`config.mk`:
```
export PLATFORM = sky130hd
export DESIGN_NAME = logic_gate_unit
export DESIGN_NICKNAME = d
export VERILOG_FILES = /design/src/rtl/logic_gate_unit.sv
export SDC_FILE = /design/constraint.sdc
export NUM_CORES = 1
export LEC_CHECK = 0
export CAP_MARGIN = 20
export CORE_MARGIN = 5
export CORE_UTILIZATION = 28
export DETAILED_ROUTE_END_ITERATION = 7
export PLACE_DENSITY = 0.47
export SETUP_SLACK_MARGIN = 0.2
export SKIP_CTS_REPAIR_TIMING = 1
export SYNTH_ARGS = -nofsm -noshare
export SYNTH_HDL_FRONTEND = slang
export SYNTH_SLANG_ARGS = --single-unit
```
`constraint.sdc`:
```
create_clock -name clk -period 4.65 [get_ports clk]
set_clock_uncertainty 0.1 [all_clocks]
set_input_delay 0.93 -clock clk [delete_from_list [all_inputs] [get_ports clk]]
set_output_delay 0.93 -clock clk [all_outputs]
set_load 0.03 [all_outputs]
```
`src/rtl/logic_gate_unit.sv`:
```
// Pipelined bitwise logic unit: one of eight gate operations on two WIDTH-bit operands,
// carried through a LATENCY-deep valid pipeline with global stall, reduction flags and a saturating hand-off counter.
module logic_gate_unit #(
    parameter int unsigned WIDTH   = 8,
    parameter int unsigned LATENCY = 2,
    parameter int unsigned COUNT_W = 16
) (
    input  logic               clk,
    input  logic               rst_n,
    input  logic [WIDTH-1:0]   a,
    input  logic [WIDTH-1:0]   b,
    input  logic [2:0]         op,
    input  logic               in_valid,
    output logic               in_ready,
    output logic [WIDTH-1:0]   out,
    output logic               out_valid,
    input  logic               out_ready,
    output logic               red_and,
    output logic               red_or,
    output logic               red_xor,
    output logic               zero,
    output logic [COUNT_W-1:0] done_count
);

    localparam logic [COUNT_W-1:0] COUNT_MAX = '1;

    logic [WIDTH-1:0] result_c;
    logic             stall;
    logic             handoff;

    // Gate result from the operands presented this cycle; captured into the first stage on acceptance.
    always_comb begin
        result_c = '0;
        case (op)
            3'b000:  result_c = a & b;
            3'b001:  result_c = a | b;
            3'b010:  result_c = a ^ b;
            3'b011:  result_c = ~(a & b);
            3'b100:  result_c = ~(a | b);
            3'b101:  result_c = ~(a ^ b);
            3'b110:  result_c = ~a;
            default: result_c = a;
        endcase
    end

    // Every stage freezes together while the final result waits for the consumer.
    assign stall    = out_valid && !out_ready;
    assign in_ready = !stall;
    assign handoff  = out_valid && out_ready;

    for (genvar i = 0; i < int'(LATENCY); i++) begin : g_stage
        logic [WIDTH-1:0] d_in;
        logic             v_in;
        logic [WIDTH-1:0] data_q;
        logic             valid_q;

        if (i == 0) begin : g_head
            assign d_in = result_c;
            assign v_in = in_valid;
        end else begin : g_tail
            assign d_in = g_stage[i-1].data_q;
            assign v_in = g_stage[i-1].valid_q;
        end

        // Bubbles advance like items so spacing between results is preserved.
        always_ff @(posedge clk or negedge rst_n) begin
            if (!rst_n) begin
                data_q  <= '0;
                valid_q <= 1'b0;
            end else if (!stall) begin
                data_q  <= d_in;
                valid_q <= v_in;
            end
        end
    end

    assign out       = g_stage[LATENCY-1].data_q;
    assign out_valid = g_stage[LATENCY-1].valid_q;

    assign red_and = &out;
    assign red_or  = |out;
    assign red_xor = ^out;
    assign zero    = ~red_or;

    // Completed-result counter sticks at its maximum instead of wrapping.
    always_ff @(posedge clk or negedge rst_n) begin
        if (!rst_n) begin
            done_count <= '0;
        end else if (handoff && (done_count != COUNT_MAX)) begin
            done_count <= done_count + COUNT_W'(1);
        end
    end

endmodule

```
; ---- Yosys cells after proc, flatten, opt, wreduce, memory -nomap -nowiden
; Index checks and enable logic that the tools add are counted.
[word_totals]
register_bits = 34
input_bits = 23
out_inout_bits = 30
[classes]
addsub = 1
eq_ne = 7
mux = 1
bitwise = 8
n_reduce_logical = 9
[ops]
columns = operator, count
row1 = 8-bit one-hot mux with 7 select lines, 1
row2 = 8-bit NOT, 4
row3 = "16-bit by 1-bit adder with 16-bit output, second input constant", 1
row4 = "16-bit != test, second input constant", 1
row5 = "3-bit equality test, second input constant", 3
row6 = 8-bit bitwise AND, 1
row7 = 8-bit OR, 1
row8 = 8-bit AND reduction, 1
row9 = 8-bit OR reduction, 1
row10 = 8-bit XOR reduction, 1
row11 = 8-bit XOR, 1
row12 = "3-bit by 2-bit equality test with 1-bit output, second input constant", 2
row13 = "3-bit by 1-bit equality test with 1-bit output, second input constant", 1
row14 = 1-bit logical AND, 3
row15 = 3-bit zero test, 1
row16 = 1-bit zero test, 2
row17 = 1-bit NOT, 1

; ---- Depth between registers and ports, before layout
; Gate-level depths: netlist of the first run.
[depth]
ltp_word = 3
mapped_depth = 7
ltp_nobuf = 6

; ---- Worst setup path after synthesis of the first run
; Ideal clock, no wire load.
[synth_timing]
path_kind = input-to-output
startpoint = input out_ready
endpoint = output in_ready
arrival_ps = 1630
setup_slack_ps = 1990
cell_stages = 4
cell_sequence = nor2b_1 -> clkbuf_1 -> inv_1 -> clkbuf_1
[synth_between]
elab_chain_cells = 3
[synth_lines]
columns = item, line
row1 = from (decl), 17  ; input logic out_ready,
row2 = 1-bit zero test, 47  ; assign stall = out_valid && !out_ready;
row3 = 1-bit logical AND, 47
row4 = 1-bit zero test, --
row5 = to (decl), 14  ; output logic in_ready,
; Every way passes these cells.

; ---- Worst setup path after layout of the first run
; Same ends and word-level chain as after synthesis.

==> impl_metrics.py, run 1 <==
metrics = {
    "sta": {
        "maxSlewHeadroom_pct": 66.81,
        "period_share_pct": 75.47,
        "tightest_slew_ns": 0.4937,
        "setup_tns_ns": 0,
        "timing.fmax_ghz": 0.2849,
        "setup_viol": 0,
        "worst_slack_ns": 1.140,
        "hold_viol_final": 0,
        "period_minus_slack_ns": 3.510,
        "report.final.slew_viol_count": 0,
        "rsz0062_at_grt": "false",
    },
    "worst_hold_path": {
        "holdPathEnd": "out_valid$_DFFE_PN0N_",
        "hold_start": "g_stage[0].valid_q$_DFFE_PN0N_",
        "hold_path_class": "flip-flop to flip-flop",
        "hold_depth": 1,
    },
    "finish": {
        "nFillCells": 902,
        "fin_area_um2": 3172,
        "diodes": 0,
        "post_route_cells_drive_above_1_share_pct": 7.962,
        "final_util_pct": 36.91,
        "layout.nets": 361,
        "multi_input_area_um2": 1390,
        "synthToLayoutAreaGrowth_pct": 30.40,
        "seqCellArea_um2": 850.8,
    },
    "critical_path": {
        "path_class": "input pin to primary output",
        "critPathMaxFanout": 22,
        "r2r-start": "done_count[0]$_DFFE_PN0P_",
        "worst_ep_arrival_time_ns": 2.48,
        "crit_required_ns": 3.62,
        "r2r_cells": 4,
        "r2r_end": "done_count[1]$_DFFE_PN0P_",
        "crit_path_end_kind": "primary output",
        "r2r_slack_ns": 2.64,
        "start_kind": "input pin",
    },
    "logic_synthesis": {
        "synth_area_leaders": "dfrtp_1 (35%), ha_1 (13%), xnor2_1 (5.8%)",
        "avgSynthCellArea_um2": 9.319,
        "syn-num-nets": 309,
        "synthFlopType": "dfrtp_1",
        "netlist.area_leader.share_pct": 34.98,
        "seq_area_frac_synth_pct": 34.98,
        "synth.distinct_cells": 41,
        "syn-cell-area_um2": 2432,
        "synth_edf_count": 0,
        "synth_top_area_cell": "dfrtp_1",
        "async_reset_ff_share_pct": 100.0,
        "yosys_warnings": 0,
        "synth_cells": 261,
        "ys_ff_latch": 34,
    },
    "placed_design": {
        "post_dp_cell_area_um2": 3062,
        "hpwl_mm": 4.077,
        "port_buffers": 52,
        "pre_cts_slack_ns": 1.107,
        "place_congestion": 0.7191,
    },
    "route": {
        "via_per_inst": 4.495,
        "drt_iter0_markers": 39,
        "firstDrtPassIters": 5,
        "drc": 0,
        "routedWlPerCell_um": 12.27,
        "routed_wl_mm": 5.180,
        "vias": 1897,
        "ant_nets": 0,
    },
    "global_route": {
        "grt_remaining_overflow": 0,
        "grt_pass1_vias": 1894,
        "gr-usage-all-layers_pct": 10.40,
        "grt_max_degree": 35,
        "grt_first_pass_wirelength_mm": 8.866,
        "antenna_found_initial": 0,
    },
    "floorplanning": {
        "die_h_um": 103.2,
        "rows": 34,
        "io_pins": 53,
        "dieWidth_um": 103.2,
        "core_um2": 8593,
        "start_util_pct": 28.31,
        "dieArea_um2": 10650,
    },
    "clock_network": {
        "cts_tree": "built",
        "numClockSinks": 34,
        "insertion_delay_ns": 0.28,
        "clk_pin_slew_ns": 0.07,
        "cts-root-buf": "clkbuf_8",
        "cts_htree_levels": 2,
        "clockBufferDepth": 2,
        "cts_buffers": 5,
    },
    "power_and_ir_drop": {
        "power_density_nw_per_um2": 379.1,
        "ir_worst_vdd_mv": 0.1243,
        "power_leakage_nw": 1.457,
        "p_total_mw": 1.203,
    },
    "outcome": {
        "outcome": "finished clean",
    },
    "job": {
        "maxCapViolCount": 0,
    },
}
power breakdown:
part / internal (mW) / switching [mW] / leakage (nW) / total, mW
Clock: 0.150 / 0.107 / 0.0575 / 0.257
Sequential: 0.355 / 0.0708 / 0.420 / 0.426
Combinational: 0.236 / 0.283 / 0.979 / 0.519
Total: 0.741 / 0.462 / 1.46 / 1.20
worst max-delay path: stages:
cell	delay (ns)
clkdlybuf4s50_1	0.50
nor2b_1	0.07
inv_1	0.05
buf_4	0.21
clkdlybuf4s50_1	0.71
synthesized netlist by cell type, types with 2 or more instances:
library cell and instances:
nor3_1 2, buf_2 3, nand2_1 28, o21ai_0 13, a31oi_1 3, inv_1 35
clkbuf_1 6, xor2_1 5, and3_1 4, mux2_1 5, o31ai_1 5, dfrtp_1 34
nor2_1 9, o21ai_1 2, a21oi_1 9, o22ai_1 8, mux4_2 3, nand3_1 6
nand2b_1 5, mux2_2 4, nand4_1 5, mux2i_1 9, xnor2_1 16, ha_1 25
stage by stage:
step | hold WS [ns] | instances
5_1_grt | 0.3948 | 422
2_1_floorplan | 0.3300 | 261
4_1_cts | 0.3810 | 422
6_report | 0.3739 | 422
3_3_place_gp | 0.3429 | 414
3_5_place_dp | 0.3643 | 414
layout by cell type (no fill, tap or decap), types with 6 or more instances in the layout:
cell and count:
dfrtp_1 34, mux2i_1 9, clkbuf_8 8, nand2_1 28, nand3_1 6, o21ai_0 13
nor2_1 9, ha_1 25, xnor2_1 16, inv_1 35, o22ai_1 8, a21oi_1 9
clkdlybuf4s50_1 52
layout make-up:
cell class	count	area share [%]
multi-input combinational	180	43.83
sequential	34	26.82
timing repair buffer	56	17.36
inverter	36	4.260
tap	108	4.260
clock buffer	8	3.471
sequential cells by signal, summed over array words and instances, names as in the netlist:
signal and flops:
out 8, g_stage.valid_q 1, done_count 16, out_valid 1, g_stage.data_q 8
worst max path at each step:
| stage | slack [ns] | depth (start not counted) | end | start |
|---|---|---|---|---|
| after global routing | 1.04 | 5 | in_ready | out_ready |
| after CTS | 1.10 | 5 | in_ready | out_ready |
| after global placement | 1.11 | 5 | in_ready | out_ready |
| after detailed placement | 1.11 | 5 | in_ready | out_ready |
| after floorplan | 1.99 | 4 | in_ready | out_ready |
| final | 1.14 | 5 | in_ready | out_ready |
cells by family (layout without fill, tap and decap cells):
family                   count (synthesis)  count (layout)  synth area share (%)
adder cells (fa/ha/maj)                 25              25                 12.86
multiplexers                            22              22                 11.26
AND/OR/NAND/NOR                         68              68                 14.61
XOR/XNOR                                21              21                 7.561
AO/OA/AOI/OAI                           44              44                 10.85
buffers and inverters                   47             100                 7.870
flip-flops                              34              34                 34.98
per-layer routing:
metal	up-vias	wire length, um	global-route usage, %
li1	992	-	-
met1	855	2348	13.45
met2	43	2494	17.56
met3	7	271	2.146
met4	0	65	2.988
met5	-	0	0
No activity file was read; power rests on OpenSTA's default activity.
==> run 2, diff against run 1 <==
PLACE_DENSITY = 0.49   (was 0.47)
clock period = 2.9 ns   (was 4.65 ns; I/O delays follow)
==> run 2 against run 1 <==
Utilization barely moved. Clock power is 42% higher. Wire length up 1.2%. Combinational power rose by 62%. Sequential cell count is the same. Critical endpoint unchanged. First-iteration DRC count up 110%. Via count is 2.4% higher. Sequential power grew 59%. Register-to-register slack worse by 1.8 ns.
==> impl_metrics.py, run 2 (synthesized netlist as in run 1, its figures left out) <==
metrics = {
    "global_route": {
        "grt_first_pass_wirelength_mm": 9.039,
        "grt_pass1_vias": 1940,
        "grt_remaining_overflow": 0,
        "antenna_found_initial": 0,
        "gr-usage-all-layers_pct": 10.61,
        "grt_max_degree": 35,
    },
    "sta": {
        "maxSlewHeadroom_pct": 69.18,
        "tightest_slew_ns": 0.4585,
        "setup_tns_ns": 0,
        "period_share_pct": 90.89,
        "timing.fmax_ghz": 0.3794,
        "hold_viol_final": 0,
        "report.final.slew_viol_count": 0,
        "period_minus_slack_ns": 2.636,
        "rsz0062_at_grt": "false",
        "setup_viol": 0,
    },
    "route": {
        "routedWlPerCell_um": 12.36,
        "drc": 0,
        "via_per_inst": 4.583,
        "routed_wl_mm": 5.241,
        "firstDrtPassIters": 4,
        "ant_nets": 0,
        "vias": 1943,
        "drt_iter0_markers": 80,
    },
    "clock_network": {
        "clockBufferDepth": 2,
        "cts_tree": "built",
        "cts_htree_levels": 2,
        "cts-root-buf": "clkbuf_8",
        "cts_buffers": 5,
        "numClockSinks": 34,
        "clk_pin_slew_ns": 0.07,
        "insertion_delay_ns": 0.28,
    },
    "floorplanning": {
        "dieWidth_um": 103.2,
        "io_pins": 53,
        "rows": 34,
        "start_util_pct": 28.31,
        "dieArea_um2": 10650,
        "core_um2": 8593,
        "die_h_um": 103.2,
    },
    "placed_design": {
        "hpwl_mm": 4.145,
        "place_congestion": 0.7437,
        "port_buffers": 52,
    },
    "finish": {
        "layout.nets": 363,
        "diodes": 0,
        "nFillCells": 899,
        "largest-register": "done_count",
        "largest_reg_flops": 16,
        "post_route_cells_drive_above_1_share_pct": 8.544,
        "synthToLayoutAreaGrowth_pct": 30.50,
        "layout_commonest_cell": "clkdlybuf4s50_1",
        "mostFrequentLayoutCells": "clkdlybuf4s50_1 (51), inv_1 (35), dfrtp_1 (34)",
    },
    "power_and_ir_drop": {
        "p_total_mw": 1.885,
        "power_density_nw_per_um2": 593.8,
        "ir_worst_vdd_mv": 0.2146,
        "power_leakage_nw": 1.465,
    },
    "critical_path": {
        "worst_ep_arrival_time_ns": 1.96,
        "critPathMaxFanout": 3,
        "r2r_cells": 4,
        "crit_required_ns": 2.22,
        "r2r_end": "done_count[1]$_DFFE_PN0P_",
        "r2r_slack_ns": 0.88,
        "start_kind": "input pin",
        "path_class": "input pin to primary output",
        "r2r-start": "done_count[0]$_DFFE_PN0P_",
        "crit_path_end_kind": "primary output",
    },
    "worst_hold_path": {
        "hold_depth": 2,
        "hold_path_class": "flip-flop to flip-flop",
        "holdPathEnd": "g_stage[0].valid_q$_DFFE_PN0N_",
        "hold_start": "g_stage[0].valid_q$_DFFE_PN0N_",
    },
    "outcome": {
        "outcome": "finished clean",
    },
    "job": {
        "maxCapViolCount": 0,
    },
}
run 2: metrics by stage:
| step | hold WS, ns | setup slack (ns) | std cells | area (um2) | util (%) |
|---|---|---|---|---|---|
| 2_1_floorplan | 0.1844 | 0.6025 | 261 | 2432 | - |
| 3_3_place_gp | 0.3452 | 0.2428 | 416 | 3077 | 35.80 |
| 3_5_place_dp | 0.3471 | 0.2409 | 416 | 3077 | 35.80 |
| 4_1_cts | 0.3646 | 0.08538 | 424 | 3172 | 36.91 |
| 5_1_grt | 0.4133 | 0.2065 | 424 | 3174 | 36.94 |
| 6_report | 0.3581 | 0.2641 | 424 | 3174 | 36.94 |
run 2: final cells by class:
type	instances	area, um2	share of cell area, %
Multi-Input combinational cell	180	1390	43.79
Sequential cell	34	850.8	26.80
Timing Repair Buffer	58	568.0	17.90
Inverter	36	135.1	4.257
Tap cell	108	135.1	4.257
Clock buffer	6	82.58	2.602
Clock inverter	2	12.51	0.3942
run 2: worst max-delay path, cell delays in order:
cell             delay, ns
clkdlybuf4s50_1       0.44
nor2b_1               0.22
inv_1                 0.11
clkdlybuf4s50_1       0.60
run 2: how the worst max path moves through the flow:
stage | to | slack, ns | startpoint
floorplan | red_xor | 0.60 | out[0]$_DFFE_PN0N_
global placement | in_ready | 0.24 | out_ready
detailed placement | in_ready | 0.24 | out_ready
CTS | red_xor | 0.09 | out[2]$_DFFE_PN0N_
global route | in_ready | 0.21 | out_ready
finish | in_ready | 0.26 | out_ready
run 2: metal layers:
layer | global-route usage (%) | part of all wire [%]
met1 | 13.53 | 47
met2 | 17.86 | 46
met3 | 2.817 | 5.6
met4 | 2.689 | 1.0
met5 | 0 | 0
run 2: where the power goes:
group          switching [mW]  internal (mW)
registers               0.108          0.570
clock network           0.175          0.191
logic                   0.466          0.376
total                   0.748           1.14
==> run 3, diff against run 2 <==
CTS_BUF_LIST = sky130_fd_sc_hd__clkbuf_4 sky130_fd_sc_hd__clkbuf_8 sky130_fd_sc_hd__clkbuf_16   (was default)
==> results of run 3 <==
No change in the layout: final DEF, timing and power equal those of run 2.
